===== src/rtl/if_fetch_ctrl.sv =====
// Fetch-stage PC sequencer with a one-entry instruction holding buffer for the RV32 pipeline.
// Optional macro IF_BTFN_EN: static backward-taken / forward-not-taken branch prediction.
module if_fetch_ctrl #(
  parameter int unsigned     XLEN     = 32,
  parameter logic [XLEN-1:0] RESET_PC = 32'h8000_0000
) (
  input  logic            clk_i,
  input  logic            rst_i,
  output logic            ifu_req_valid_o,
  output logic [XLEN-1:0] ifu_req_addr_o,
  input  logic            ifu_req_ready_i,
  input  logic            ifu_rsp_valid_i,
  input  logic [31:0]     ifu_rsp_instr_i,
  input  logic            mini_dec_jal_i,
  input  logic            mini_dec_jalr_i,
  input  logic            mini_dec_branch_i,
  input  logic [4:0]      mini_dec_rs1_idx_i,
  input  logic [XLEN-1:0] mini_dec_imm_i,
  output logic [4:0]      rf_rs1_idx_o,
  input  logic [XLEN-1:0] rf_rs1_rdata_i,
  input  logic            rs1_busy_i,
  input  logic            ex_redirect_i,
  input  logic [XLEN-1:0] ex_redirect_pc_i,
  output logic            if_valid_o,
  output logic [31:0]     if_instr_o,
  output logic [XLEN-1:0] if_pc_o,
  output logic            if_pred_taken_o,
  output logic [XLEN-1:0] if_pred_pc_o,
  input  logic            id_ready_i
);

  typedef enum logic [2:0] {S_BOOT, S_REQ, S_WAIT, S_HOLD, S_FLUSH} state_e;

  state_e          state_q, state_d;
  logic [XLEN-1:0] pc_q, pc_d;
  logic [31:0]     instr_q, instr_d;
  logic            req_valid_q, req_valid_d;
  logic            if_valid_q, if_valid_d;

  logic [XLEN-1:0] rs1_val;
  logic [XLEN-1:0] pred_pc;
  logic            pred_taken;
  logic            stall;
  logic            xfer;

  // Next-PC prediction from the mini decoder's view of the held instruction.
  always_comb begin
    rs1_val    = (mini_dec_rs1_idx_i == 5'd0) ? '0 : rf_rs1_rdata_i;
    pred_taken = 1'b0;
    pred_pc    = pc_q + XLEN'(4);
    if (mini_dec_jal_i) begin
      pred_taken = 1'b1;
      pred_pc    = pc_q + mini_dec_imm_i;
    end else if (mini_dec_jalr_i) begin
      pred_taken = 1'b1;
      pred_pc    = (rs1_val + mini_dec_imm_i) & ~XLEN'(1);
    end
`ifdef IF_BTFN_EN
    else if (mini_dec_branch_i && mini_dec_imm_i[XLEN-1]) begin
      pred_taken = 1'b1;
      pred_pc    = pc_q + mini_dec_imm_i;
    end
`endif
    if (pred_taken) pred_pc[1] = 1'b0;
  end

`ifndef IF_BTFN_EN
  logic unused_branch;
  assign unused_branch = mini_dec_branch_i;
`endif

  assign stall = mini_dec_jalr_i & rs1_busy_i & (mini_dec_rs1_idx_i != 5'd0);
  assign xfer  = id_ready_i & ~stall;

  always_comb begin
    state_d = state_q;
    pc_d    = pc_q;
    instr_d = instr_q;
    unique case (state_q)
      S_BOOT:  state_d = S_REQ;
      S_REQ:   if (ifu_req_ready_i) state_d = S_WAIT;
      S_WAIT:  if (ifu_rsp_valid_i) begin
                 instr_d = ifu_rsp_instr_i;
                 state_d = S_HOLD;
               end
      S_HOLD:  if (xfer) begin
                 pc_d    = pred_pc;
                 state_d = S_REQ;
               end
      S_FLUSH: if (ifu_rsp_valid_i) state_d = S_REQ;
      default: state_d = S_BOOT;
    endcase
    // A redirect wins over everything; an in-flight response must still be drained.
    if (ex_redirect_i) begin
      pc_d    = ex_redirect_pc_i;
      instr_d = instr_q;
      unique case (state_q)
        S_REQ:   state_d = ifu_req_ready_i ? S_FLUSH : S_REQ;
        S_WAIT:  state_d = ifu_rsp_valid_i ? S_REQ : S_FLUSH;
        S_FLUSH: state_d = ifu_rsp_valid_i ? S_REQ : S_FLUSH;
        default: state_d = S_REQ;
      endcase
    end
    req_valid_d = (state_d == S_REQ);
    if_valid_d  = (state_d == S_HOLD);
  end

  always_ff @(posedge clk_i) begin
    if (rst_i) begin
      state_q     <= S_BOOT;
      pc_q        <= RESET_PC;
      instr_q     <= '0;
      req_valid_q <= 1'b0;
      if_valid_q  <= 1'b0;
    end else begin
      state_q     <= state_d;
      pc_q        <= pc_d;
      instr_q     <= instr_d;
      req_valid_q <= req_valid_d;
      if_valid_q  <= if_valid_d;
    end
  end

  assign ifu_req_valid_o = req_valid_q;
  assign ifu_req_addr_o  = req_valid_q ? pc_q : '0;
  assign if_valid_o      = if_valid_q;
  assign if_instr_o      = instr_q;
  assign if_pc_o         = pc_q;
  assign if_pred_taken_o = if_valid_q & pred_taken;
  assign if_pred_pc_o    = if_valid_q ? pred_pc : '0;
  assign rf_rs1_idx_o    = if_valid_q ? mini_dec_rs1_idx_i : 5'd0;

endmodule


===== config.mk =====
export PLATFORM = sky130hd
export DESIGN_NAME = if_fetch_ctrl
export DESIGN_NICKNAME = d
export VERILOG_FILES = /design/src/rtl/if_fetch_ctrl.sv
export SDC_FILE = /design/constraint.sdc
export NUM_CORES = 1
export LEC_CHECK = 0
export CAP_MARGIN = 20
export CORE_ASPECT_RATIO = 0.7
export CORE_MARGIN = 1.5
export CORE_UTILIZATION = 47
export CTS_CLUSTER_SIZE = 28
export DETAILED_ROUTE_END_ITERATION = 8
export GPL_TIMING_DRIVEN = 1
export PLACE_DENSITY = 0.81
export SYNTH_ARGS = -nofsm -noshare
export SYNTH_HDL_FRONTEND = slang
export SYNTH_SLANG_ARGS = --single-unit

===== constraint.sdc =====
create_clock -name clk_i -period 5.43 [get_ports clk_i]
set_clock_uncertainty 0.15 [all_clocks]
set_input_delay 1.086 -clock clk_i [delete_from_list [all_inputs] [get_ports clk_i]]
set_output_delay 1.086 -clock clk_i [all_outputs]
set_load 0.01 [all_outputs]

== Word level (Yosys, flattened, before mapping) ==
Index checks and enable logic that the tools add are counted.

* Register bits after elaboration: 69
* Word-level logic and storage cells: 49

* $add $sub $neg: 3
* Reductions and logical operators: 8
* Bitwise operators: 6
* Eq/ne operators: 6
* Mux-type cells: 21

{| class="wikitable"
|+ Operators with widths
! kind !! count
|-
| $mux 32 || 8
|-
| $add 32x32->32 || 2
|-
| $add 32x3->32 const B || 1
|-
| $mux 3 || 7
|-
| $pmux 3 s5 || 1
|-
| $eq 3x2->1 const B || 3
|-
| $eq 3x1->1 const B || 2
|-
| $pmux 3 s2 || 1
|-
| $logic_not 5->1 || 1
|-
| $mux 5 || 1
|-
| $reduce_bool 5->1 || 1
|-
| $and 1x1->1 || 4
|-
| $reduce_bool 2->1 || 2
|-
| $eq 3x3->1 const B || 1
|-
| $logic_not 3->1 || 1
|-
| $mux 1 || 3
|-
| $reduce_and 3->1 || 1
|-
| $not 1->1 || 2
|-
| $reduce_and 2->1 || 1
|-
| $reduce_or 2->1 || 1
|}

== Longest topological paths before layout ==
* Depth after elaboration: 9
* Mapped depth: 15

== Worst setup path before layout ==
No wires, ideal clock.

* Kind: input to output
* Start: input mini_dec_rs1_idx_i[0]
* End: output if_pred_pc_o[28]
* Setup slack: 0.249 ns
* Arrival: 3.945 ns
* Stages on the path: 14
* Path through: nor3_2 -> nand2_1 -> clkbuf_1 -> and2_1 -> fa_1 -> a21oi_2 -> o211ai_2 -> a31oi_4 -> o211ai_1 -> a221oi_2 -> nor3_1 -> mux2_1 -> a221oi_2 -> and2_1

* Word-level cells in the longest chain between the ends: 6

{| class="wikitable"
|+ Ends and longest elaborated chain
! item !! RTL line !! source
|-
| from (decl) || 17 || <nowiki>input logic [4:0] mini_dec_rs1_idx_i,</nowiki>
|-
| $logic_not 5->1 || 48 || <nowiki>rs1_val = (mini_dec_rs1_idx_i == 5'd0) ? '0 : rf_rs1_rdata_i;</nowiki>
|-
| $mux 32 || 48 ||
|-
| $add 32x32->32 || 56 || <nowiki>pred_pc = (rs1_val + mini_dec_imm_i) & ~XLEN'(1);</nowiki>
|-
| $mux 32 || 54 || <nowiki>end else if (mini_dec_jalr_i) begin</nowiki>
|-
| $mux 32 || 51 || <nowiki>if (mini_dec_jal_i) begin</nowiki>
|-
| $mux 32 || 130 || <nowiki>assign if_pred_pc_o = if_valid_q ? pred_pc : '0;</nowiki>
|-
| to (decl) || 28 || <nowiki>output logic [XLEN-1:0] if_pred_pc_o,</nowiki>
|}

No other way between the ends.

== Worst setup path after layout ==
* Start: input mini_dec_rs1_idx_i[1]
* End: output if_pred_pc_o[17]

Same word-level chain as after synthesis.

==> results.md <==
- Min cycle time layout: 5640 ps
- Largest area contributor in the netlist: dfxtp_1
- Depth of the worst hold-timing path: 2
- DRT Pass-1 Iters: 5
- Htree depth: 3
- Layout Nets: 1798
- Instance count on the critical path: 20
- Worst-Skew Late Latency: roughly 340 ps
- HP Start: if_instr_o[8]
- CP max-delay cell: a222oi_1
- Most common cell in the netlist: nand2_1
- Sink Count: 69
- Violated checks: setup timing
- Post-route design area: 13800 um^2
- GRT overflow: 0
- FFs w/ async S/R, synth: 0%
- Worst-path clk slew: 60 ps
- Hold bufs inserted after CTS: 0
- Hold WC Path Type: register to register
- # IOs: 279
- Top FF cell, synth: dfxtp_1
- Met2 WL post-DR: 17.7 mm
- Max-Cap Viols: 0
- Drt drc: 0
- PD cells: 183 nW/um^2
- Critical R2R Launch: if_pc_o[0]
- Setup TNS: -1030 ps
- Max Root-Sink Buffers: 2
- Power Total: between 2 and 3 mW
- CTS tree: yes
- Routability Congestion: 0.973
- DP Worst Slack: -1050 ps
- Synth Area per Inst: 7.10 um^2
- Ant. Diodes: 0
- Post-Syn Nets: 1313
- Tcrit/Tclk final: 104%
- Total wire length: 38.4 mm
- Worst Hold Margin: 302 ps
- Fillers: 959
- Final setup fails: 11
- Post-Syn Instances: 1106
- DIE AREA: 17500 um^2
- Row count: 39
- Starting DRT DRC Count: 1367
- CP top delay family: compound AO/OA/AOI/OAI gates
- Top sig layer: met4
- Port Buffers: 277
- First-pass GRT wire length: roughly 55 mm
- Outcome: finished with violations
- Detailed-route wire length per cell: 21.1 um
- Cell area after synthesis: 7860 um^2
- Slew Limit Fails: 0
- Worst-Margin Slew: 1060 ps
- Yosys cell types: approximately 80
- Max Clock Freq: 177 MHz
- Final hold vios: 0
- Final Non-Filler Cells: 1821
- Setup crit start: mini_dec_rs1_idx_i[1]
- R2R cell count: 13
- Worst VDD drop: 0.171 mV
- Top cell type's share of synthesized area: 17.6%
- Rel. slew slack: 29.2%
- CP bufs+invs: 8
- Via Count: 11.1k
- Num CTS Buffers: 9
- P_leak: 5.69 nW
- Routed length on met1: 14.8 mm
- Chip Height: 111 um
- WL met3: 3.97 mm
- Post-synth top cells: 143 x nand2_1, 134 x a21oi_1, 97 x nor2_1
- Placed insts: 1748
- Yosys synthesis warning count: 0
- Core area: between 15000 and 20000 um^2
- Register area share after synthesis: roughly 18%
- Routed Antenna Nets: 0
- Reg2reg setup slack: 2140 ps
- Total track usage: 40.5%
- Ranking of synthesized cells by area: dfxtp_1 18%, ha_1 9.9%, a21oi_1 8.5%, nand2_1 6.8%, and2_1 6.2%
- Crit-path cells: buf_6, nor3_4, buf_6, nand2_4, and2_4, ha_4, buf_6, a21oi_2, o21ai_1, a41o_1, buf_6, a21oi_4, buf_4, buf_6, o21ai_0, xor2_1, a222oi_1, buf_4, nor2_1, buf_2
- Worst Path Required: 4190 ps
- Vias in the first global route: 10.4k
- Share of cells above drive strength 1: 27.9%
- Synthesized flop and latch total: roughly 70
- CP endpoint kind: primary output
- Final Core Density: 84.6%
- RSZ-0062 raised after global routing: true
- Crit start category: input port
- Worst path most repeated cell: buf_6
- Worst Slack Setup Final: -209 ps
- Slowest stage delay, CP: 390 ps
- Starting Density: 48.1%
- Critical path class: input port to primary output
- Placed Area: 12200 um^2
- Post-synth EDFFs: 0
- Die X-Extent: 158 um
- Layout area overhead: 76.0%
- Arrival @ worst endpoint: 4400 ps
- Hpwl dp: around 26 mm
- Root Buffer: clkbuf_16
- Largest net degree at the start of global routing: 60
- Crit-path max FO: 4
- Initial antenna violation count: 0
- DR vias/cell: ~6
logic make-up (layout without fill, tap and decap cells):
logic type	after synthesis	after routing	synth area share [%]
multiplexers	7	7	0.924
AO/OA/AOI/OAI	351	351	29.9
adder cells (fa/ha/maj)	64	64	10.4
buffers and inverters	89	578	4.38
XOR/XNOR	77	77	8.58
AND/OR/NAND/NOR	449	450	28.3
flip-flops	69	69	17.6
power by group:
part | internal [mW] | switching (mW) | leakage [nW]
combinational | 0.667 | 0.618 | 4.97
sequential | 0.525 | 0.0447 | 0.564
clock | 0.449 | 0.234 | 0.163
layer usage:
| metal | vias to the layer above | GRT usage (%) |
|---|---|---|
| met5 | - | 0 |
| met4 | 0 | 15.4 |
| met3 | 168 | 7.62 |
| met2 | 841 | 67.3 |
| met1 | 5132 | 51.4 |
| li1 | 5006 | - |
placed cells by master (no fill, tap or decap), types with 8 or more instances in the layout:
cell and count:
buf_4 235, clkbuf_16 9, dfxtp_1 69, clkdlybuf4s50_1 242
o21a_1 13, inv_1 25, o21ai_0 33, buf_2 15
or3_1 8, a21oi_2 19, a31oi_1 16, xnor2_1 37
nor2_1 94, nand2_1 138, nor3_1 18, nor3_2 12
o21ai_1 10, a211oi_1 14, nand3_1 24, nor4b_1 9
ha_1 41, nand4_1 16, ha_4 21, and2_1 60
a21o_1 17, and2_4 18, buf_6 19, a21oi_1 113
xor2_1 34
worst register-to-register path: cells and delay by family (launching register included):
family,cells,cell delay [ps]
adders and majority gates,2,630
AOI/OAI and AO/OA,6,1240
and+or+nand+nor,2,270
DFF,1,340
buffers and inverters,3,530
path summary, 6_finish.rpt:
| check | endpoint |
|---|---|
| setup / recovery | if_pred_pc_o[17] |
| hold / removal | if_instr_o[8] |
| setup reg to reg | if_pc_o[30] |
| hold reg to reg | if_instr_o[8] |
state kept, by name, indices dropped and copies added, names as in the netlist:
name             cells
if_instr_o          32
if_pc_o             32
if_valid_o           1
ifu_req_valid_o      1
state_q              3
repair_timing:
action | 4_1_cts | 5_1_grt
cloned | 3 | 0
setup endpoints to repair | 28 | 24
pin swaps | 55 | 54
hold endpoints to repair | 0 | 0
gates resized for setup | 187 | 85
setup buffers | 30 | 24
cell type report:
cell class              count  area, um^2  area share, %
flip-flops and latches     69        1380           9.99
multi-input cells         949        6950           50.3
inverters                  26        97.6          0.706
clock inverters             6         111          0.805
well taps                 225         282           2.04
repair buffers            536        4780           34.6
clock buffers              10         229           1.66
Note: power is estimated with default switching activity, not from simulation.
